**src/rtl/motor_pkg.sv**
```systemverilog
// motor_pkg: shared motor-control types and constants
package motor_pkg;
  typedef enum logic [1:0] {HOLD, RAMP, DWELL, ESTOP} state_t;
  localparam int SPEED_W = 8;
  localparam logic DIR_FWD = 1'b0;
  localparam logic DIR_REV = 1'b1;
endpackage

```
**src/rtl/motor_ramp_sequencer_if.sv**
```systemverilog
// motor_ramp_sequencer_if: NIOS command handshake toward the ramp sequencer
interface motor_ramp_sequencer_if;
  import motor_pkg::*;
  logic               cmd_valid;
  logic               cmd_ready;
  logic [SPEED_W-1:0] cmd_speed;
  logic               cmd_dir;
  modport master(output cmd_valid, cmd_speed, cmd_dir, input cmd_ready);
  modport slave(input cmd_valid, cmd_speed, cmd_dir, output cmd_ready);
endinterface

```
**src/rtl/ramp_tick_gen.sv**
```systemverilog
// ramp_tick_gen: modulo-STEP_DIV counter emitting a one-cycle tick on wrap
module ramp_tick_gen #(
  parameter int STEP_DIV = 1000
) (
  input  logic clk,
  input  logic rst,
  input  logic clear,
  input  logic enable,
  output logic tick
);
  localparam int W = $clog2(STEP_DIV + 1);
  localparam logic [W-1:0] LAST = W'(STEP_DIV - 1);
  logic [W-1:0] cnt_q, cnt_d;
  assign tick = enable && cnt_q == LAST;
  always_comb cnt_d = clear ? '0 : tick ? '0 : enable ? cnt_q + 1'b1 : cnt_q;
  always_ff @(posedge clk or posedge rst) begin
    if (rst) cnt_q <= '0;
    else cnt_q <= cnt_d;
  end
endmodule

```
**src/rtl/motor_ramp_sequencer.sv**
```systemverilog
// motor_ramp_sequencer: soft-start/stop speed ramp with dead-time direction reversal and e-stop
module motor_ramp_sequencer
  import motor_pkg::*;
#(
  parameter int STEP_DIV     = 1000,
  parameter int DWELL_CYCLES = 50000
) (
  input  logic               clk,
  input  logic               rst,
  motor_ramp_sequencer_if.slave cmd,
  input  logic               estop,
  output logic [SPEED_W-1:0] set_speed,
  output logic               motor_dir,
  output logic               at_speed,
  output logic               busy
);
  localparam int DW = $clog2(DWELL_CYCLES + 1);
  localparam logic [DW-1:0] DLAST = DW'(DWELL_CYCLES - 1);
  state_t state_q, state_d;
  logic [SPEED_W-1:0] spd_q, spd_d, tgt_q, tgt_d, eff;
  logic dir_q, dir_d, tdir_q, tdir_d;
  logic [DW-1:0] dwl_q, dwl_d;
  logic tick, tclr, accept;
  assign cmd.cmd_ready = !estop && state_q != ESTOP;
  assign accept = cmd.cmd_valid && cmd.cmd_ready;
  // a pending reversal first ramps to zero
  assign eff = (tdir_q == dir_q) ? tgt_q : '0;
  assign set_speed = spd_q;
  assign motor_dir = dir_q;
  assign at_speed = state_q == HOLD;
  assign busy = state_q == RAMP || state_q == DWELL;
  ramp_tick_gen #(.STEP_DIV(STEP_DIV)) u_tick (
    .clk   (clk),
    .rst   (rst),
    .clear (tclr),
    .enable(state_q == RAMP),
    .tick  (tick)
  );
  always_comb begin
    state_d = state_q;
    spd_d = spd_q;
    tgt_d = tgt_q;
    dir_d = dir_q;
    tdir_d = tdir_q;
    dwl_d = dwl_q;
    tclr = 1'b0;
    if (estop) begin
      state_d = ESTOP;
      spd_d = '0;
      tgt_d = '0;
      tdir_d = dir_q;
    end else if (state_q == ESTOP) begin
      state_d = HOLD;
    end else if (accept) begin
      tgt_d = cmd.cmd_speed;
      tdir_d = cmd.cmd_dir;
      tclr = 1'b1;
      dwl_d = '0;
      state_d = RAMP;
    end else if (state_q == RAMP) begin
      if (spd_q == eff) begin
        state_d = (tdir_q == dir_q) ? HOLD : DWELL;
        dwl_d = '0;
      end else if (tick) begin
        spd_d = (spd_q < eff) ? spd_q + 1'b1 : spd_q - 1'b1;
      end
    end else if (state_q == DWELL) begin
      if (dwl_q == DLAST) begin
        dir_d = tdir_q;
        tclr = 1'b1;
        state_d = RAMP;
      end else begin
        dwl_d = dwl_q + 1'b1;
      end
    end
  end
  always_ff @(posedge clk or posedge rst) begin
    if (rst) begin
      state_q <= HOLD;
      spd_q <= '0;
      tgt_q <= '0;
      dir_q <= DIR_FWD;
      tdir_q <= DIR_FWD;
      dwl_q <= '0;
    end else begin
      state_q <= state_d;
      spd_q <= spd_d;
      tgt_q <= tgt_d;
      dir_q <= dir_d;
      tdir_q <= tdir_d;
      dwl_q <= dwl_d;
    end
  end
endmodule
```
**src/flat_wrapper.sv**
```systemverilog
// flat-port wrapper written by rule: the top's interface ports become plain ports
module motor_ramp_sequencer_flat import motor_pkg::*;
#(
  parameter int STEP_DIV     = 1000,
  parameter int DWELL_CYCLES = 50000
)
  (clk, rst, estop, set_speed, motor_dir, at_speed, busy, cmd_cmd_valid, cmd_cmd_speed, cmd_cmd_dir, cmd_cmd_ready);
  motor_ramp_sequencer_if cmd_i ();
  input  logic clk;
  input  logic rst;
  input  logic estop;
  output logic [SPEED_W-1:0] set_speed;
  output logic motor_dir;
  output logic at_speed;
  output logic busy;
  input wire logic [$bits(cmd_i.cmd_valid)-1:0] cmd_cmd_valid;
  input wire logic [$bits(cmd_i.cmd_speed)-1:0] cmd_cmd_speed;
  input wire logic [$bits(cmd_i.cmd_dir)-1:0] cmd_cmd_dir;
  output wire logic [$bits(cmd_i.cmd_ready)-1:0] cmd_cmd_ready;
  assign cmd_i.cmd_valid = cmd_cmd_valid;
  assign cmd_i.cmd_speed = cmd_cmd_speed;
  assign cmd_i.cmd_dir = cmd_cmd_dir;
  assign cmd_cmd_ready = cmd_i.cmd_ready;
  motor_ramp_sequencer #(.STEP_DIV(STEP_DIV), .DWELL_CYCLES(DWELL_CYCLES)) u_core (.clk(clk), .rst(rst), .cmd(cmd_i), .estop(estop), .set_speed(set_speed), .motor_dir(motor_dir), .at_speed(at_speed), .busy(busy));
endmodule
```
**config.mk**
```make
export PLATFORM = sky130hd
export DESIGN_NAME = motor_ramp_sequencer_flat
export DESIGN_NICKNAME = d
export VERILOG_FILES = /design/src/rtl/motor_pkg.sv /design/src/rtl/motor_ramp_sequencer_if.sv /design/src/rtl/ramp_tick_gen.sv /design/src/rtl/motor_ramp_sequencer.sv /design/src/flat_wrapper.sv
export SDC_FILE = /design/constraint.sdc
export NUM_CORES = 1
export LEC_CHECK = 0
export BUFFER_PORTS_ARGS = -buffer_cell sky130_fd_sc_hd__buf_2
export CAP_MARGIN = 10
export CORE_MARGIN = 4
export CORE_UTILIZATION = 55
export DETAILED_ROUTE_END_ITERATION = 10
export HOLD_SLACK_MARGIN = 0.06
export PLACE_DENSITY = 0.77
export REMOVE_ABC_BUFFERS = 1
export SLEW_MARGIN = 5
export SYNTH_ARGS = -nofsm -noshare
export SYNTH_HDL_FRONTEND = slang
export SYNTH_SLANG_ARGS = --single-unit
```
**constraint.sdc**
```tcl
create_clock -name clk -period 4.22 [get_ports clk]
set_input_delay 0.844 -clock clk [delete_from_list [all_inputs] [get_ports clk]]
set_output_delay 0.844 -clock clk [all_outputs]
set_load 0.01 [all_outputs]
```
==> impl_metrics.toml, run 1 <==
[clock_tree]
cts-root-buf = "clkbuf_8"
cts_resized = 0
clkTransAtPathRegs_ns = 0.08
cts_setup_buffers = 0
cts_tree = "done"
max-clock-path-buffers = 2
cts_hold_buf = 0
htreeDepth = 2
clock_sink_count = 46
clk_latency_ns = 0.29
cts_inserted_buffers = 5

[yosys]
yosysTopAreaCell = "dfrtp_1"
synthSimpleGateAreaFrac_pct = 23.6
synth_top_family_by_area = "simple AND/OR/NAND/NOR gates"
synth_fa_ha_area_share_pct = 9.79
ys_types = 47
synth_xor_area_share_pct = 6.98
synthTopCellsByCount = "49 x nand2_1, 46 x dfrtp_1, 32 x nor2_1, 21 x a21oi_1, 20 x ha_1"
synth_compound_area_share_pct = 14.0
syn_area_mm2 = 0.00276
async_flop_share_pct = 100
synth.avg_cell_area_um2 = 8.94
synth_top_area_share_pct = 41.7
synth_top_flop_cell = "dfrtp_1"
ys_seq_elements = 46
synth.area.top_cells = "dfrtp_1 42%, ha_1 9.1%, nand2_1 6.7%, nor2_1 4.3%, a21oi_1 3.8%"
yosys_warnings = 0
muxShareOfSynthArea_pct = 1.13
syn_inst = 309
synth_edf_count = 0
yosysSeqAreaShare_pct = 41.7
yosysMostFrequentCell = "nand2_1"

[power_and_ir_drop]
fin_total_pwr_w = 0.00106
ir_worst_vdd_mv = 0.224
power_density_mw_per_mm2 = 349
p_leak_nw = 1.43

[sta]
worstMarginPinSlew_ns = 0.949
relSlewSlack_pct = 36.6
setup_viol = 0
post-route-period-util_pct = 84.4
min_period_ns = 3.56
slew_violations = 0
fmax_mhz = 281
rsz0062_at_grt = "no"
final.setup.tns_ns = 0
fin_skew_ns = 0.00362
hold_viol_final = 0

[placement]
port_buffers = 24
gp_congestion = 0.863
placed_cells = 392
dpl_cell_area_mm2 = 0.00294
place_hpwl_um = 4100

[global_route]
grt_remaining_overflow = 0
antenna_found_initial = 0
grt_pass1_vias = 2149
grtUsageTotal_pct = 19.6
grt_max_degree = 47
grt_pass1_wl_um = 9850

[worst_setup_path]
reg2reg_slack_ns = 0.66
slowest_delay_ns = 0.50
rr_startpoint = "u_core.motor_dir"
crit_chain = "xnor2_1 > buf_4 > nand2_1 > ha_1 > nor2b_1 > o211ai_1 > a21oi_1 > or3_1 > ha_1 > a21oi_1 > o211ai_1 > o41ai_1 > xnor2_1 > a21oi_1 > a31o_2"
cp_max_fo = 9
crit_start = "u_core.motor_dir"
crit_arrival_ns = 3.75
worstSetupEndpoint = "u_core.set_speed[7]"
r2r_cells = 15
cpMaxStageDelayCell = "or3_1"
crit_required_ns = 4.41
worst_setup_path_start_kind = "flip-flop"
path_class = "flip-flop to flip-flop"
crit_path_end_kind = "flip-flop"
rr_endpoint = "u_core.set_speed[7]"
cp_common_cell = "a21oi_1"

[floorplan]
core_mm2 = 0.00479
fp.dieH_um = 78.9
initial_core_util_pct = 57.7
die_w_um = 78.9
die_area_mm2 = 0.00622
io_pins = 25
rows = 25

[route]
postRouteAntennaNets = 0
drtPass1Iterations = 4
viasPerCell = 5.47
wl_per_cell_um = 13.8
drt_iter0_markers = 98
post-route-drc-count = 0
totalWireLength_um = 5510
via_count = 2189

[flow_run]
cap_viol_max_count = 0

[layout]
fillers = 419
area_growth_pct = 9.70
insertedDiodeCount = 0
seq_area_mm2 = 0.00115
drive_gt1_share_pct = 11.4
multi_input_area_mm2 = 0.00153
finish.utilization_pct = 63.3
layout.nets = 366
design_area_mm2 = 0.00303
stdcell_count = 400

[run_status]
run_status = "finished clean"

[min_path]
min_path_type = "flip-flop to flip-flop"
## stage by stage
step,setup slack (ns),hold slack (ns)
floorplan,0.669,0.453
global placement,0.752,0.484
detailed placement,0.669,0.478
CTS,0.667,0.499
global route,0.456,0.519
finish,0.660,0.498
## per-layer routing
metal,vias up,share of wire (%),track usage [%]
met3,4,2.7,4.08
met5,-,0,0
met4,0,0.58,4.81
li1,1128,-,-
met2,25,46,31.9
met1,1032,51,26.9
## worst min path at each step
stage | start | end | slack [ns] | depth (start not counted)
floorplan | u_core.u_tick.cnt_q[8] | u_core.u_tick.cnt_q[8] | 0.45 | 1
finish | u_core.u_tick.cnt_q[8] | u_core.u_tick.cnt_q[8] | 0.50 | 1
CTS | u_core.u_tick.cnt_q[8] | u_core.u_tick.cnt_q[8] | 0.50 | 1
detailed placement | u_core.u_tick.cnt_q[8] | u_core.u_tick.cnt_q[8] | 0.48 | 1
global route | u_core.u_tick.cnt_q[8] | u_core.u_tick.cnt_q[8] | 0.52 | 1
global placement | u_core.u_tick.cnt_q[8] | u_core.u_tick.cnt_q[8] | 0.48 | 1
## flip-flops by register name, summed over array words and instances (netlist names)
name,cells
u_core.set_speed,8
u_core.u_tick.cnt_q,10
u_core.tdir_q,1
u_core.dwl_q,16
u_core.tgt_q,8
u_core.motor_dir,1
u_core.state_q,2
## layout make-up
type | count | area share [%]
Timing Repair Buffer | 25 | 4.21
Multi-Input combinational cell | 242 | 50.5
Sequential cell | 46 | 38.0
Clock inverter | 1 | 0.165
Tap cell | 67 | 2.77
Inverter | 12 | 1.49
Clock buffer | 7 | 2.85
## where the power goes
group / leakage (nW) / switching [W] / internal (W)
clock network: 0.0482 / 0.000144 / 0.000132
registers: 0.627 / 0.0000360 / 0.000476
logic: 0.754 / 0.000168 / 0.000100
total: 1.43 / 0.000347 / 0.000709
## worst max-delay path: cells and delay by family, from the launching register on
kind	cells	cell delay [ns]
AO/OA/AOI/OAI	7	1.22
AND/OR/NAND/NOR	3	0.70
adder cells (fa/ha/maj)	2	0.62
flip-flops	1	0.42
XOR/XNOR	2	0.35
buffers and inverters	1	0.17
## logic make-up (layout without fill, tap and decap cells)
family | after synthesis | count (layout)
simple gates | 134 | 134
compound gates | 62 | 62
flops | 46 | 46
xor+xnor | 22 | 22
fa+ha+maj | 21 | 21
buf+inv | 21 | 45
mux | 3 | 3
## cells in the final DEF, fill, tap and decap left out, drive strengths merged, types with 5 or more instances in the layout
cell     n
xor2    12
nor2    32
ha      20
inv     12
and3     5
xnor2   10
clkbuf   7
o21ai   21
a21oi   21
nor3     6
nand3    9
nand4   10
dfrtp   46
buf     25
nand2   49
Note: power is estimated with default switching activity, not from simulation.
==> run 2, diff against run 1 <==
- ABC_AREA: not set -> 1
- PLACE_DENSITY: 0.77 -> 0.76
- clock period: 4.22 -> 3.7 ns (I/O delays scaled with it)
==> impl_metrics.toml, run 2 <==
[layout]
reg_top3 = "u_core.dwl_q (16), u_core.u_tick.cnt_q (10)"
fillers = 511
largest_reg_flops = 16
mostFrequentLayoutCell = "nand2_1"
drive_gt1_share_pct = 14.2
multi_input_area_mm2 = 0.00189
top_register = "u_core.dwl_q"
area_growth_pct = 7.35
seq_area_mm2 = 0.00115
insertedDiodeCount = 0
layout.nets = 490
layout_common_cells = "107 x nand2_1, 56 x nand3_1, 46 x dfrtp_1"

[sta]
final.setup.tns_ns = 0
fmax_mhz = 316
worstMarginPinSlew_ns = 0.968
hold_viol_final = 0
setup_viol = 0
fin_skew_ns = 0.00544
timing.hold.ws_ns = 0.525
relSlewSlack_pct = 35.4
post-route-period-util_pct = 85.5
slew_violations = 0
min_period_ns = 3.16
rsz0062_at_grt = "no"

[worst_setup_path]
crit_path_end_kind = "flip-flop"
cp_max_fo = 9
slowest_delay_ns = 0.43
r2r_cells = 16
rr_startpoint = "u_core.motor_dir"
reg2reg_slack_ns = 0.54
cp_common_cell = "nand2_1"
rr_endpoint = "u_core.set_speed[7]"
crit_required_ns = 3.91
cpMaxStageDelayCell = "ha_1"
crit_start = "u_core.motor_dir"
worstSetupEndpoint = "u_core.set_speed[7]"
worst_setup_path_start_kind = "flip-flop"
path_class = "flip-flop to flip-flop"
crit_arrival_ns = 3.37
crit_chain = "or2_2 > nand2_1 > inv_1 > nand2_1 > ha_1 > a21oi_1 > nor2_1 > nor2_1 > nand2_1 > ha_1 > a21oi_1 > o21ai_0 > a21oi_1 > nand3_1 > nand3_1 > nand2_1"

[yosys]
synth_edf_count = 0
synth_top_area_share_pct = 35.0
yosysSeqAreaShare_pct = 35.0
yosysTopAreaCell = "dfrtp_1"
yosys_warnings = 0
synth.area.top_cells = "dfrtp_1 35%, nand2_1 12%, nand3_1 8.5%, ha_1 7.6%, nor2_1 4.6%"
ys_seq_elements = 46
syn_area_mm2 = 0.00329
synth.avg_cell_area_um2 = 7.57
yosysMostFrequentCell = "nand2_1"
ys_types = 41
async_flop_share_pct = 100
synth_top_flop_cell = "dfrtp_1"
syn_inst = 434
synthTopCellsByCount = "107 x nand2_1, 56 x nand3_1, 46 x dfrtp_1, 40 x nor2_1, 39 x inv_1"

[placement]
gp_congestion = 0.923
port_buffers = 24
place_hpwl_um = 5240

[floorplan]
fp.dieH_um = 85.3
core_mm2 = 0.00564
rows = 27
die_area_mm2 = 0.00728
die_w_um = 85.3
io_pins = 25
initial_core_util_pct = 58.3

[route]
via_count = 2968
drt_iter0_markers = 157
drtPass1Iterations = 4
wl_per_cell_um = 13.5
viasPerCell = 5.61
postRouteAntennaNets = 0
totalWireLength_um = 7150
post-route-drc-count = 0

[clock_tree]
cts_inserted_buffers = 5
cts_resized = 0
max-clock-path-buffers = 2
clock_sink_count = 46
cts_tree = "done"
cts_hold_buf = 0
htreeDepth = 2
clkTransAtPathRegs_ns = 0.10
cts_setup_buffers = 0
clk_latency_ns = 0.31
cts-root-buf = "clkbuf_8"

[power_and_ir_drop]
sequentialPowerShare_pct = 38.0
p_comb_share_pct = 42.9
p_leak_nw = 1.76
intPower_w = 0.000952
power_density_mw_per_mm2 = 496
p_sw_share_pct = 45.6
pwr-share-clk_pct = 19.2
ir_worst_vdd_mv = 0.343
switchingPower_w = 0.000797

[global_route]
grtUsageTotal_pct = 21.3
grt_pass1_wl_um = 12700
grt_max_degree = 47
grt_pass1_vias = 2795
antenna_found_initial = 0
grt_remaining_overflow = 0

[min_path]
min-delay-start = "u_core.dwl_q[1]"
min_path_type = "flip-flop to flip-flop"

[flow_run]
cap_viol_max_count = 0

[run_status]
run_status = "finished clean"
==> run 2: cell count changes in the layout (fill, tap and decap cells not counted), sizes merged, moves of 4 or more <==
cell / previous run / this run
nand2: 49 / 115
nand3: 9 / 58
inv: 12 / 45
nor2: 32 / 48
a21oi: 21 / 10
xnor2: 10 / 0
a22o: 2 / 7
and3: 5 / 1
o21ai: 21 / 25
==> run 2: cell families (layout without fill, tap and decap cells) <==
| group | after synthesis | count (layout) | synth area share (%) |
|---|---|---|---|
| and+or+nand+nor | 250 | 250 | 36.6 |
| AOI/OAI and AO/OA | 47 | 47 | 8.83 |
| DFF | 46 | 46 | 35.0 |
| xor gates and xnor gates | 14 | 14 | 3.73 |
| adders and majority gates | 21 | 21 | 8.22 |
| buffers and inverters | 56 | 79 | 7.61 |
==> run 2: final cells by class <==
cell class                      count  share of cell area, %
Multi-Input combinational cell    332                   53.4
Sequential cell                    46                   32.6
Inverter                           46                   5.11
Timing Repair Buffer               25                   3.62
Tap cell                           72                   2.55
Clock buffer                        5                   1.95
Clock inverter                      3                  0.709
==> run 2: metrics by stage <==
step	utilization (%)	cells	cell area [um^2]	setup slack, ns	power (W)
6_report	62.5	529	3530	0.537	0.00175
5_1_grt	62.5	529	3530	0.210	0.00190
4_1_cts	62.5	529	3530	0.581	0.00176
3_5_place_dp	60.9	521	3430	0.602	0.00142
3_3_place_gp	60.9	521	3430	0.775	0.00140
2_1_floorplan	-	424	3220	0.915	0.00123
==> run 2: layer usage <==
metal	up-vias	GRT usage, %	share of wire [%]
met4	0	4.89	1.2
met5	-	0	0
met1	1398	29.3	48
met3	9	4.47	4.4
met2	78	34.3	46
li1	1483	-	-
==> run 2: worst min path at each step <==
stage / endpoint / slack [ns] / cells after the start
floorplan: u_core.tgt_q[1] / 0.47 / 1
global placement: u_core.tgt_q[6] / 0.49 / 1
detailed placement: u_core.tgt_q[7] / 0.50 / 1
CTS: u_core.tgt_q[7] / 0.53 / 1
global route: u_core.tgt_q[6] / 0.55 / 1
finish: u_core.dwl_q[1] / 0.52 / 2
==> run 2: power groups by stage <==
stage	clock network (W)	registers, W	logic [W]
global route	0.000366	0.000679	0.000851
CTS	0.000343	0.000663	0.000750
floorplan	0	0.000651	0.000576
global placement	0	0.000671	0.000724
finish	0.000335	0.000664	0.000750
detailed placement	0	0.000672	0.000746
==> run 2: critical path: cells and delay by family (launching register included) <==
kind / cells / cell delay (ns)
flip-flops: 1 / 0.42
adder cells (fa/ha/maj): 2 / 0.66
AND/OR/NAND/NOR: 9 / 1.18
buffers and inverters: 1 / 0.12
AO/OA/AOI/OAI: 4 / 0.69
==> run 3, diff against run 2 <==
- ABC_AREA: 1 -> not set
- PLACE_DENSITY: 0.76 -> 0.77
==> impl_metrics.toml, run 3 (synthesis results as in run 1) <==
[route]
via_count = 2246
viasPerCell = 5.60
post-route-drc-count = 0
wl_per_cell_um = 14.5
totalWireLength_um = 5810
drt_iter0_markers = 153
postRouteAntennaNets = 0
drtPass1Iterations = 4

[sta]
slew_violations = 0
fmax_mhz = 293
post-route-period-util_pct = 92.1
min_period_ns = 3.41
final.setup.tns_ns = 0
fin_skew_ns = 0.00360
hold_viol_final = 0
setup_viol = 0
relSlewSlack_pct = 36.2
worstMarginPinSlew_ns = 0.956
rsz0062_at_grt = "no"

[worst_setup_path]
path_class = "flip-flop to flip-flop"
cpMaxStageDelayCell = "or3_4"
cp_max_fo = 8
cp_common_cell = "a21oi_1"
crit_arrival_ns = 3.60
slowest_delay_ns = 0.43
crit_required_ns = 3.89
crit_path_end_kind = "flip-flop"
crit_chain = "xnor2_1 > buf_4 > nand2_1 > ha_1 > nand4_1 > a21oi_1 > or3_4 > ha_1 > a21oi_1 > o211ai_1 > o41ai_2 > xnor2_1 > a21oi_1 > a31o_2"
worst_setup_path_start_kind = "flip-flop"

[layout]
finish.utilization_pct = 63.7
area_growth_pct = 10.4
multi_input_area_mm2 = 0.00154
mostFrequentLayoutCell = "nand2_1"
drive_gt1_share_pct = 12.3
stdcell_count = 401
largest_reg_flops = 16
layout_common_cells = "49 x nand2_1, 46 x dfrtp_1, 32 x nor2_1"
seq_area_mm2 = 0.00115
insertedDiodeCount = 0
fillers = 398
top_register = "u_core.dwl_q"
reg_top3 = "u_core.dwl_q (16), u_core.u_tick.cnt_q (10)"
layout.nets = 367

[power_and_ir_drop]
p_comb_share_pct = 25.9
power_density_mw_per_mm2 = 398
fin_total_pwr_w = 0.00121
ir_worst_vdd_mv = 0.253
p_sw_share_pct = 32.9
p_leak_nw = 1.44
sequentialPowerShare_pct = 48.3
intPower_w = 0.000814
pwr-share-clk_pct = 25.9
switchingPower_w = 0.000399

[floorplan]
fp.dieH_um = 78.9
io_pins = 25
rows = 25
die_area_mm2 = 0.00622
die_w_um = 78.9
initial_core_util_pct = 57.7
core_mm2 = 0.00479

[placement]
port_buffers = 24
placed_cells = 393
gp_congestion = 0.884
place_hpwl_um = 4210

[clock_tree]
cts_inserted_buffers = 5
cts_tree = "done"
max-clock-path-buffers = 2
cts-root-buf = "clkbuf_8"
cts_resized = 0
clkTransAtPathRegs_ns = 0.08
htreeDepth = 2
clk_latency_ns = 0.29
clock_sink_count = 46
cts_setup_buffers = 0
cts_hold_buf = 0

[global_route]
antenna_found_initial = 0
grt_pass1_wl_um = 10300
grt_pass1_vias = 2203
grt_remaining_overflow = 0
grt_max_degree = 47
grtUsageTotal_pct = 20.4

[flow_run]
cap_viol_max_count = 0

[min_path]
min_path_type = "flip-flop to flip-flop"

[run_status]
run_status = "finished clean"
run 3: cell count changes in the layout (fill, tap and decap cells not counted), sizes merged, moves of 5 or more:
cell | previous run | this run
nand3 | 58 | 9
nand2 | 115 | 49
inv | 45 | 12
a22o | 7 | 2
nor2 | 48 | 32
a21oi | 10 | 21
xnor2 | 0 | 10
run 3: power groups by stage:
stage	clock [W]	combinational (W)	sequential, W
detailed placement	0	0.000306	0.000593
floorplan	0	0.000233	0.000582
global placement	0	0.000296	0.000591
global route	0.000344	0.000357	0.000592
finish	0.000314	0.000314	0.000585
CTS	0.000324	0.000310	0.000584
run 3: final timing paths:
check,from,to,slack (ns),depth (start not counted)
max,u_core.motor_dir,u_core.set_speed[7],0.29,14
max reg2reg,u_core.motor_dir,u_core.set_speed[7],0.29,14
max in group asynchronous,rst,u_core.u_tick.cnt_q[0],2.45,2
min,u_core.u_tick.cnt_q[8],u_core.u_tick.cnt_q[8],0.51,1
min reg2reg,u_core.u_tick.cnt_q[8],u_core.u_tick.cnt_q[8],0.51,1
min in group asynchronous,rst,u_core.dwl_q[6],0.66,2
run 3: stage by stage:
stage | area [um^2] | hold WS, ns | worst slack (ns)
after floorplan | 2730 | 0.453 | 0.149
after global placement | 2950 | 0.481 | 0.329
after detailed placement | 2950 | 0.490 | 0.195
after CTS | 3040 | 0.506 | 0.162
after global routing | 3050 | 0.546 | 0.0457
final | 3050 | 0.506 | 0.291
run 3: metal layers:
metal	share of wire (%)	track usage [%]	vias to the layer above
met3	3.5	3.51	8
li1	-	-	1126
met2	47	32.9	34
met1	48	28.0	1078
met4	1.1	6.36	0
met5	0	0	-
run 3: cell type report:
cell class	count	share of cell area [%]
multi-input combinational	242	50.6
sequential	46	37.8
timing repair buffer	26	4.43
clock buffer	7	2.83
tap	67	2.75
inverter	12	1.48
clock inverter	1	0.164
run 3: worst max-delay path, delay by kind of cell (launching register included):
family          cells  cell delay, ns
compound gates      6            1.04
simple gates        3            0.65
buf+inv             1            0.18
flops               1            0.42
xor+xnor            2            0.41
fa+ha+maj           2            0.60
